--- src/rtl/apb_master_arbiter.sv ---
// apb_master_arbiter
//
// Shares one APB master port between two requesters (requester 0 = UART test
// engine, requester 1 = I2C test engine). An idle-state arbiter picks a winner
// (round robin on ties), then the FSM runs the APB SETUP/ACCESS handshake.
// Read data and error status go back to the winner with a one-cycle done pulse.
// A hung slave is cut off after TIMEOUT ACCESS cycles without pready.
//
// Parameters:
//   ADDR_W   APB address width
//   DATA_W   APB data width
//   TIMEOUT  max ACCESS cycles waiting for pready (1..65535)
//
// Ports:
//   sys_clk, sys_rst_n          clock, synchronous active-low reset
//   reqN_valid/write/addr/wdata requester N transfer request, held until done
//   reqN_rdata/done/err         requester N completion (valid while done high)
//   psel, penable, pwrite,
//   paddr, pwdata               APB master outputs (all registered)
//   prdata, pready, pslverr     APB slave responses
//   grant_id                    current or most recent owner
//   busy                        high in SETUP, ACCESS and DONE

module apb_master_arbiter #(
  parameter int ADDR_W  = 12,
  parameter int DATA_W  = 32,
  parameter int TIMEOUT = 255
) (
  input  logic              sys_clk,
  input  logic              sys_rst_n,
  input  logic              req0_valid,
  input  logic              req0_write,
  input  logic [ADDR_W-1:0] req0_addr,
  input  logic [DATA_W-1:0] req0_wdata,
  output logic [DATA_W-1:0] req0_rdata,
  output logic              req0_done,
  output logic              req0_err,
  input  logic              req1_valid,
  input  logic              req1_write,
  input  logic [ADDR_W-1:0] req1_addr,
  input  logic [DATA_W-1:0] req1_wdata,
  output logic [DATA_W-1:0] req1_rdata,
  output logic              req1_done,
  output logic              req1_err,
  output logic              psel,
  output logic              penable,
  output logic              pwrite,
  output logic [ADDR_W-1:0] paddr,
  output logic [DATA_W-1:0] pwdata,
  input  logic [DATA_W-1:0] prdata,
  input  logic              pready,
  input  logic              pslverr,
  output logic              grant_id,
  output logic              busy
);

  // Compare against TIMEOUT-1 so the abort lands on the TIMEOUT-th stalled
  // ACCESS cycle, i.e. when the count would reach TIMEOUT.
  localparam logic [15:0] TIMEOUT_LAST = 16'(TIMEOUT - 1);

  typedef enum logic [1:0] {
    IDLE   = 2'd0,
    SETUP  = 2'd1,
    ACCESS = 2'd2,
    DONE   = 2'd3
  } state_t;

  state_t              r_state;
  logic                r_lastGrant;
  logic                r_owner;
  logic                r_busy;
  logic                r_psel;
  logic                r_penable;
  logic                r_pwrite;
  logic [ADDR_W-1:0]   r_paddr;
  logic [DATA_W-1:0]   r_pwdata;
  logic [15:0]         r_count;
  logic [DATA_W-1:0]   r_rdata0;
  logic [DATA_W-1:0]   r_rdata1;
  logic                r_done0;
  logic                r_done1;
  logic                r_err0;
  logic                r_err1;

  logic                w_anyReq;
  logic                w_winner;
  logic                w_timeout;
  logic                w_finish;
  logic [DATA_W-1:0]   w_finalData;
  logic                w_finalErr;

  // Arbitration: a lone requester wins outright; on a tie the requester that
  // did not win last time gets the bus.
  assign w_anyReq = req0_valid | req1_valid;
  assign w_winner = (req0_valid & req1_valid) ? ~r_lastGrant : req1_valid;

  // Completion of an ACCESS: pready takes priority over the timeout, so a
  // slave answering on the very last allowed cycle still completes normally.
  // Writes and aborted transfers return zero data; pslverr only counts when
  // pready is high.
  assign w_timeout   = ~pready & (r_count == TIMEOUT_LAST);
  assign w_finish    = (r_state == ACCESS) & (pready | w_timeout);
  assign w_finalData = (pready & ~r_pwrite) ? prdata : '0;
  assign w_finalErr  = pready ? pslverr : 1'b1;

  // Main FSM with all outputs registered. Done pulses default low each cycle
  // and are raised only on the edge that enters DONE.
  always_ff @(posedge sys_clk) begin
    if (!sys_rst_n) begin
      r_state     <= IDLE;
      r_lastGrant <= 1'b1;
      r_owner     <= 1'b0;
      r_busy      <= 1'b0;
      r_psel      <= 1'b0;
      r_penable   <= 1'b0;
      r_pwrite    <= 1'b0;
      r_paddr     <= '0;
      r_pwdata    <= '0;
      r_count     <= '0;
      r_rdata0    <= '0;
      r_rdata1    <= '0;
      r_done0     <= 1'b0;
      r_done1     <= 1'b0;
      r_err0      <= 1'b0;
      r_err1      <= 1'b0;
    end else begin
      r_done0 <= 1'b0;
      r_done1 <= 1'b0;
      case (r_state)
        IDLE: begin
          if (w_anyReq) begin
            r_owner  <= w_winner;
            r_pwrite <= w_winner ? req1_write : req0_write;
            r_paddr  <= w_winner ? req1_addr  : req0_addr;
            r_pwdata <= w_winner ? req1_wdata : req0_wdata;
            r_psel   <= 1'b1;
            r_busy   <= 1'b1;
            r_state  <= SETUP;
          end
        end
        SETUP: begin
          r_penable <= 1'b1;
          r_count   <= '0;
          r_state   <= ACCESS;
        end
        ACCESS: begin
          if (w_finish) begin
            r_psel    <= 1'b0;
            r_penable <= 1'b0;
            r_state   <= DONE;
            if (r_owner) begin
              r_rdata1 <= w_finalData;
              r_err1   <= w_finalErr;
              r_done1  <= 1'b1;
            end else begin
              r_rdata0 <= w_finalData;
              r_err0   <= w_finalErr;
              r_done0  <= 1'b1;
            end
          end else begin
            r_count <= r_count + 16'd1;
          end
        end
        DONE: begin
          r_lastGrant <= r_owner;
          r_busy      <= 1'b0;
          r_state     <= IDLE;
        end
        default: begin
          r_state <= IDLE;
        end
      endcase
    end
  end

  assign req0_rdata = r_rdata0;
  assign req0_done  = r_done0;
  assign req0_err   = r_err0;
  assign req1_rdata = r_rdata1;
  assign req1_done  = r_done1;
  assign req1_err   = r_err1;
  assign psel       = r_psel;
  assign penable    = r_penable;
  assign pwrite     = r_pwrite;
  assign paddr      = r_paddr;
  assign pwdata     = r_pwdata;
  assign grant_id   = r_owner;
  assign busy       = r_busy;

endmodule

--- config.mk ---
export PLATFORM = sky130hd
export DESIGN_NAME = apb_master_arbiter
export DESIGN_NICKNAME = d
export VERILOG_FILES = /design/src/rtl/apb_master_arbiter.sv
export SDC_FILE = /design/constraint.sdc
export NUM_CORES = 1
export LEC_CHECK = 0
export ABC_CLOCK_PERIOD_IN_PS = 3400
export BUFFER_PORTS_ARGS = -buffer_cell sky130_fd_sc_hd__buf_4
export CAP_MARGIN = 20
export CORE_MARGIN = 10
export CORE_UTILIZATION = 30
export DETAILED_ROUTE_END_ITERATION = 10
export GPL_ROUTABILITY_DRIVEN = 0
export SYNTH_ARGS = -nofsm -noshare
export SYNTH_HDL_FRONTEND = slang
export SYNTH_SLANG_ARGS = --single-unit
--- constraint.sdc ---
create_clock -name sys_clk -period 3.4 [get_ports sys_clk]
set_input_delay 0.34 -clock sys_clk [delete_from_list [all_inputs] [get_ports sys_clk]]
set_output_delay 0.34 -clock sys_clk [all_outputs]
set_load 0.1 [all_outputs]
== Word-level counts from Yosys, hierarchy flattened ==
Cells that the tools add are included.
Widths: inputs -> output; s select.

* Bits in registers: 136
* Input port bits: 128
* Output and inout port bits: 117

* Add/sub/neg operators: 1
* Eq/ne operators: 7
* Multiplexer cells: 18
* Bitwise operators: 10
* Reduce and logical (&&, ||, !) cells: 13

{| class="wikitable"
|+ Operator list
! kind !! count
|-
| $mux 32 || 2
|-
| $pmux 16 s2 || 1
|-
| $add 16x1->16 const B || 1
|-
| $eq 16x8->1 const B || 1
|-
| $mux 16 || 1
|-
| $mux 12 || 1
|-
| $reduce_and 3->1 || 4
|-
| $reduce_and 2->1 || 5
|-
| $pmux 2 s4 || 1
|-
| $mux 1 || 7
|-
| $ne 2x2->1 const B || 3
|-
| $pmux 1 s2 || 3
|-
| $reduce_bool 2->1 || 3
|-
| $and 1x1->1 || 4
|-
| $eq 2x2->1 const B || 2
|-
| $mux 2 || 2
|-
| $not 1->1 || 4
|-
| $eq 2x1->1 const B || 1
|-
| $logic_not 2->1 || 1
|-
| $or 1x1->1 || 2
|}

== Longest topological paths before layout ==
Gate-level depths: netlist of the first run.

* Word-level depth: 6
* Mapped depth: 7
* Gate-level depth less buffers: 6

== Worst setup path before layout of the first run ==
No wires, ideal clock.

* Path kind: register to register
* Start: register r_owner, in the netlist grant_id
* End: register r_rdata0[10], in the netlist req0_rdata[10]
* Setup time: 0.134 ns
* Arrival time: 1.887 ns
* Required time: 3.266 ns
* Path slack: 1.379 ns
* Cell stages (with the launch flop): 6
* Clock period less this slack: 2.021 ns
* Cells stage by stage: dfxtp_1 nand2b_1 or3_1 clkbuf_1 clkbuf_1 o22ai_1

* Cells in the longest elaborated chain, start to end: 2

{| class="wikitable"
|+ RTL lines
! item !! line !! RTL
|-
| start, declared || 70 || <nowiki>logic r_owner;</nowiki>
|-
| start signal, assigned || 132 || <nowiki>r_owner <= w_winner;</nowiki>
|-
| $not 1->1 (no line) || n/a ||
|-
| $reduce_and 3->1 (no line) || n/a ||
|-
| end signal, assigned || 156 || <nowiki>r_rdata0 <= w_finalData;</nowiki>
|-
| end, declared || 78 || <nowiki>logic [DATA_W-1:0] r_rdata0;</nowiki>
|}

No other way between the ends.
A chain may end at the register's enable or synchronous reset.

== Final worst setup path of the first run ==
* Start: register r_count[1]
* End: register r_rdata0[3], in the netlist req0_rdata[3]

* Cells in the longest elaborated chain, start to end: 5

{| class="wikitable"
|+ RTL lines
! item !! line !! RTL
|-
| start, declared || 77 || <nowiki>logic [15:0] r_count;</nowiki>
|-
| start signal, assigned || 161 || <nowiki>r_count <= r_count + 16'd1;</nowiki>
|-
| $eq 16x8->1 || 101 || <nowiki>assign w_timeout = ~pready & (r_count == TIMEOUT_LAST);</nowiki>
|-
| $and 1x1->1 || 101 ||
|-
| $or 1x1->1 || 102 || <nowiki>assign w_finish = (r_state == ACCESS) & (pready | w_timeout);</nowiki>
|-
| $and 1x1->1 || 102 ||
|-
| $reduce_and 3->1 (no line) || n/a ||
|}

No other way between the ends.

==> flow_summary.toml, run 1 <==
[clock_network]
root_buffer = "clkbuf_16"
cts_sinks = 136
post_cts_resized = 0
cts_tree = "done"
hold_buffers = 0
post_cts_buffers = 0
clock_latency_ns = 0.41
cts_made_buffers = 17
clk_pin_slew_ns = 0.06
htree_levels = 4
clockBufferDepth = 2

[timing]
setup_viol = 0
worstMarginPinSlew_ns = 0.655
tns_ns = 0
period_needed_ns = 2.12
skew_ns = 0.0115
rsz0062_at_grt = "no"
max_slew_margin = 0.562
timing.hold.ws_ns = 0.212
fin_crit_sh = 0.623
fmax_ghz = 0.472
hold_violations = 0
maxSlewViolCount = 0

[finish]
fillers = 1867
antennaDiodeCount = 0
drive_above_1_share = 0.344
finish.instance_area_um2 = 8170
nets = 974
syn2layout_area_growth_pct = 45.6

[synthesis]
synth_nets = 755
synthesis.area_um2 = 5610
yosysTopAreaCell = "dfxtp_1"
synth-edff-count = 0
synthArstFlopShare = 0
synth_ff_type = "dfxtp_1"
synth.distinct_cells = 50
yosys.area.top_type_share = 0.485
ys_seq_area_frac = 0.485
syn_inst = 620
yosys-top-cells-area = "dfxtp_1, mux2i_1, nand2_1"
ys_seq_elements = 136
synth_area_per_cell_um2 = 9.05
yosys_warnings = 0

[power]
irDropWorstVdd_mv = 0.511
p_leak_nw = 3.47
p_per_area_nw_per_um2 = 862

[job]
drv_cap = 0

[placement]
dp.final_hpwl_mm = 14.2
io_buffers = 244
dpl-instance-area_um2 = 7610

[setup_path]
worstPathRequired_ns = 3.66
worst-setup-path-type = "reg -> reg"
crit_chain = "ha_1 > nor4b_4 > nand4_2 > a21oi_2 > buf_4 > o22ai_1"
cp_max_fo = 33
cp.depth = 6
r2r-end = "req0_rdata[3]"
cp_top_family = "simple AND/OR/NAND/NOR gates"
r2r_start = "r_count[1]"
path_buf_inv = 1
end_kind = "flip-flop"
arrival_ns = 2.38
r2r_slack_ns = 1.28
critPathLaunchType = "flip-flop"
startpoint = "r_count[1]"
cpPeakStageDelay_ns = 0.42
worst_r2r_path_depth = 6
worstSetupEndpoint = "req0_rdata[3]"
crit_slowest_cell = "dfxtp_1"

[global_routing]
grtUsageTotal = 0.148
antenna_found_initial = 0
grt_pass1_vias = 5298
grt_max_degree = 67
grt_overflow = 0
grt_pass1_wl_mm = 29.3

[routing]
vias_per_cell = 4.90
drt_first_pass_iters = 5
num_vias = 5288
dr.first_iter.drc_count = 203
wl_per_cell_um = 17.5
wl_mm = 18.9
antenna_left = 0
drc = 0

[outcome]
outcome = "finished, final reports clean"

[floorplan]
row_count = 49
dieWidth_um = 157
die-height_um = 157
dieArea_um2 = 24600
start_util = 0.309
core-area_um2 = 18100
boundaryPins = 245

[min_path]
hold_class = "in -> reg"
-- layout by cell type (no fill, tap or decap), drive strengths merged, types with 8 or more instances in the layout --
| cell | instances |
|---|---|
| buf | 254 |
| dfxtp | 136 |
| nand4 | 10 |
| a211oi | 45 |
| inv | 9 |
| o22ai | 64 |
| nor2 | 51 |
| mux2i | 51 |
| nand2 | 111 |
| nor3 | 8 |
| clkbuf | 19 |
-- registers in the layout, summed over array words and instances (netlist names), 2 cells and up --
| signal | count |
|---|---|
| r_state | 2 |
| pwdata | 32 |
| paddr | 12 |
| req0_rdata | 32 |
| r_count | 16 |
| req1_rdata | 32 |
-- cell usage after synthesis (3+ instances only) --
cell	number
a211oi_1	45
nand3_1	7
o22ai_1	64
or3_1	6
and4_1	3
nand2_1	111
or4_1	3
o21ai_0	4
o221a_1	3
clkbuf_1	34
nand4_1	9
nor2b_1	3
o21ai_1	3
a31oi_1	4
nor2_1	51
inv_1	3
ha_1	7
a21oi_1	5
o211ai_1	4
mux2i_1	51
dfxtp_1	136
buf_2	14
nand2b_1	7
buf_1	3
nor3_1	8
-- per-layer routing --
layer  routed length (um)  vias to the layer above  global-route usage
li1                     -                     2697                   -
met1                 8120                     2359               0.178
met2                 8190                      219               0.216
met3                 2390                       13              0.0866
met4                  208                        0              0.0454
met5                    0                        -                   0
-- tightest hold or removal path, cell delays in order --
cell     delay, ns
buf_4         0.08
nand2_1       0.05
o22ai_1       0.11
-- report_power, final --
group	internal [W]	switching, W	total [W]
Sequential	0.00186	0.000154	0.00201
Combinational	0.000744	0.00252	0.00327
Clock	0.00103	0.000724	0.00176
-- cell type report --
class,count,area [um^2],share of cell area
multi-input cells,425,2650,0.324
inverters,5,18.8,0.00230
well taps,229,287,0.0351
clock buffers,19,443,0.0542
flip-flops and latches,136,2720,0.333
clock inverters,12,118,0.0144
repair buffers,254,1930,0.237
-- kinds of logic (layout without fill, tap and decap cells) --
| family | after synthesis | after routing | share of synthesized area |
|---|---|---|---|
| adder cells (fa/ha/maj) | 7 | 7 | 0.0156 |
| AO/OA/AOI/OAI | 150 | 150 | 0.186 |
| flip-flops | 136 | 136 | 0.485 |
| buffers and inverters | 59 | 290 | 0.0460 |
| multiplexers | 51 | 51 | 0.0910 |
| AND/OR/NAND/NOR | 217 | 217 | 0.176 |
-- how the worst min path moves through the flow --
stage | cells past startpoint | end | slack (ns) | from
after floorplan | 2 | r_lastGrant | 0.44 | r_lastGrant
after global placement | 2 | req0_rdata[26] | 0.45 | req0_rdata[26]
after detailed placement | 2 | req0_rdata[26] | 0.46 | req0_rdata[26]
after CTS | 3 | req0_rdata[25] | 0.19 | prdata[25]
after global routing | 3 | req0_rdata[15] | 0.21 | prdata[15]
final | 3 | req0_rdata[25] | 0.21 | prdata[25]
-- through the flow --
step,instances,worst slack (ns),utilization,power (W)
floorplan,620,1.38,-,0.00455
finish,1080,1.28,0.450,0.00704
global placement,1049,1.34,0.419,0.00533
detailed placement,1049,1.31,0.419,0.00533
global route,1080,1.10,0.450,0.00737
CTS,1080,1.28,0.450,0.00711
No activity file was read; power rests on OpenSTA's default activity.
==> run 2: changes to the inputs <==
ABC_CLOCK_PERIOD_IN_PS = 1800   (was 3400)
clock period = 1.8 ns   (was 3.4 ns; I/O delays follow)
==> flow_summary.toml, run 2 (synthesis gave the netlist of run 1 again) <==
[timing]
fmax_ghz = 0.591
worstMarginPinSlew_ns = 0.498
max_slew_margin = 0.668
setup_viol = 0
rsz0062_at_grt = "yes"
fin_crit_sh = 0.940
hold_violations = 0
skew_ns = 0.00936
period_needed_ns = 1.69
maxSlewViolCount = 0

[finish]
syn2layout_area_growth_pct = 49.6
antennaDiodeCount = 0
drive_above_1_share = 0.367
finish.instance_area_um2 = 8390
final_common_cell = "buf_4"
mostFrequentLayoutCells = "buf_4, dfxtp_1, nand2_1, o22ai_1"
nets = 995

[routing]
wl_mm = 19.2
vias_per_cell = 4.91
num_vias = 5406
antenna_left = 0
dr.first_iter.drc_count = 204
drt_first_pass_iters = 5
wl_per_cell_um = 17.4
drc = 0

[setup_path]
arrival_ns = 2.01
end_kind = "flip-flop"
crit_chain = "inv_1 > ha_1 > nor4b_4 > nand4_2 > buf_6 > a21o_1 > a311oi_1"
worst-setup-path-type = "reg -> reg"
crit_slowest_cell = "dfxtp_1"
cpPeakStageDelay_ns = 0.31
critPathLaunchType = "flip-flop"
cp_max_fo = 6
worstPathRequired_ns = 2.12

[floorplan]
core-area_um2 = 18100
dieArea_um2 = 24600
dieWidth_um = 157
die-height_um = 157
row_count = 49
boundaryPins = 245
start_util = 0.309

[power]
p_per_area_nw_per_um2 = 1590
power.switching_w = 0.00641
p_leak_nw = 3.60
internal-power_w = 0.00696
power_frac_seq = 0.285
p_clk_frac = 0.239
p_sw_frac = 0.480
irDropWorstVdd_mv = 1.18
pwr-share-comb = 0.475
total_power_w = 0.0134

[min_path]
hold_class = "in -> reg"

[global_routing]
grt_pass1_vias = 5429
grt_overflow = 0
grt_pass1_wl_mm = 29.9
grtUsageTotal = 0.151
antenna_found_initial = 0
grt_max_degree = 55

[clock_network]
root_buffer = "clkbuf_16"
clk_pin_slew_ns = 0.06
htree_levels = 4
clockBufferDepth = 2
clock_latency_ns = 0.41
cts_tree = "done"
cts_made_buffers = 17
cts_sinks = 136

[placement]
dpl-instance-area_um2 = 7800
io_buffers = 244
dp.final_hpwl_mm = 14.6

[job]
drv_cap = 0

[outcome]
outcome = "finished, final reports clean"
-- run 2: critical path: cells and delay by family, from the launching register on --
family                     cells  cell delay, ns
AOI/OAI and AO/OA              2            0.43
and+or+nand+nor                2            0.42
DFF                            1            0.31
buffers and inverters          2            0.27
adders and majority gates      1            0.15
-- run 2: final timing paths --
kind             startpoint             end  slack, ns  cells past startpoint
max              r_count[0]     r_count[15]       0.11                      7
min              prdata[18]  req0_rdata[18]       0.05                      3
max reg2reg      r_count[0]     r_count[15]       0.11                      7
min reg2reg  req0_rdata[29]  req0_rdata[29]       0.46                      2
-- run 2: stage by stage --
stage,std cells,utilization,setup TNS [ns],setup WS (ns),hold WS [ns]
after CTS,1098,0.459,0,0.0474,0.0351
after floorplan,620,-,0,0.125,0.353
after detailed placement,1068,0.430,0,0.0590,0.459
after global routing,1100,0.462,-0.225,-0.0208,0.0522
after global placement,1068,0.430,0,0.0957,0.453
final,1100,0.462,0,0.108,0.0537
-- run 2: area by class of cell --
type	count	area [um^2]
clock inverters	11	103
inverters	5	18.8
flip-flops and latches	136	2730
clock buffers	19	433
multi-input cells	425	2660
repair buffers	275	2160
fillers	1808	9760
well taps	229	287
-- run 2: per-layer routing --
layer,track usage,wire length (um),up-vias
met5,0,0,-
met3,0.0844,2390,11
met1,0.180,8090,2417
met4,0.0499,176,0
li1,-,-,2733
met2,0.225,8510,245
-- run 2: timing repair --
item                                    in CTS  in global routing
gates resized for setup                      0                  8
endpoints found under the setup margin       0                 55
buffers inserted                             0                  2
hold buffers                                 0                  0
-- run 2: power groups by stage --
stage                     Sequential, W  Clock (W)  Combinational (W)
final                           0.00382    0.00320            0.00636
after global routing            0.00388    0.00343            0.00674
after CTS                       0.00382    0.00328            0.00639
after detailed placement        0.00387          0            0.00639
after global placement          0.00385          0            0.00639
after floorplan                 0.00712          0            0.00148
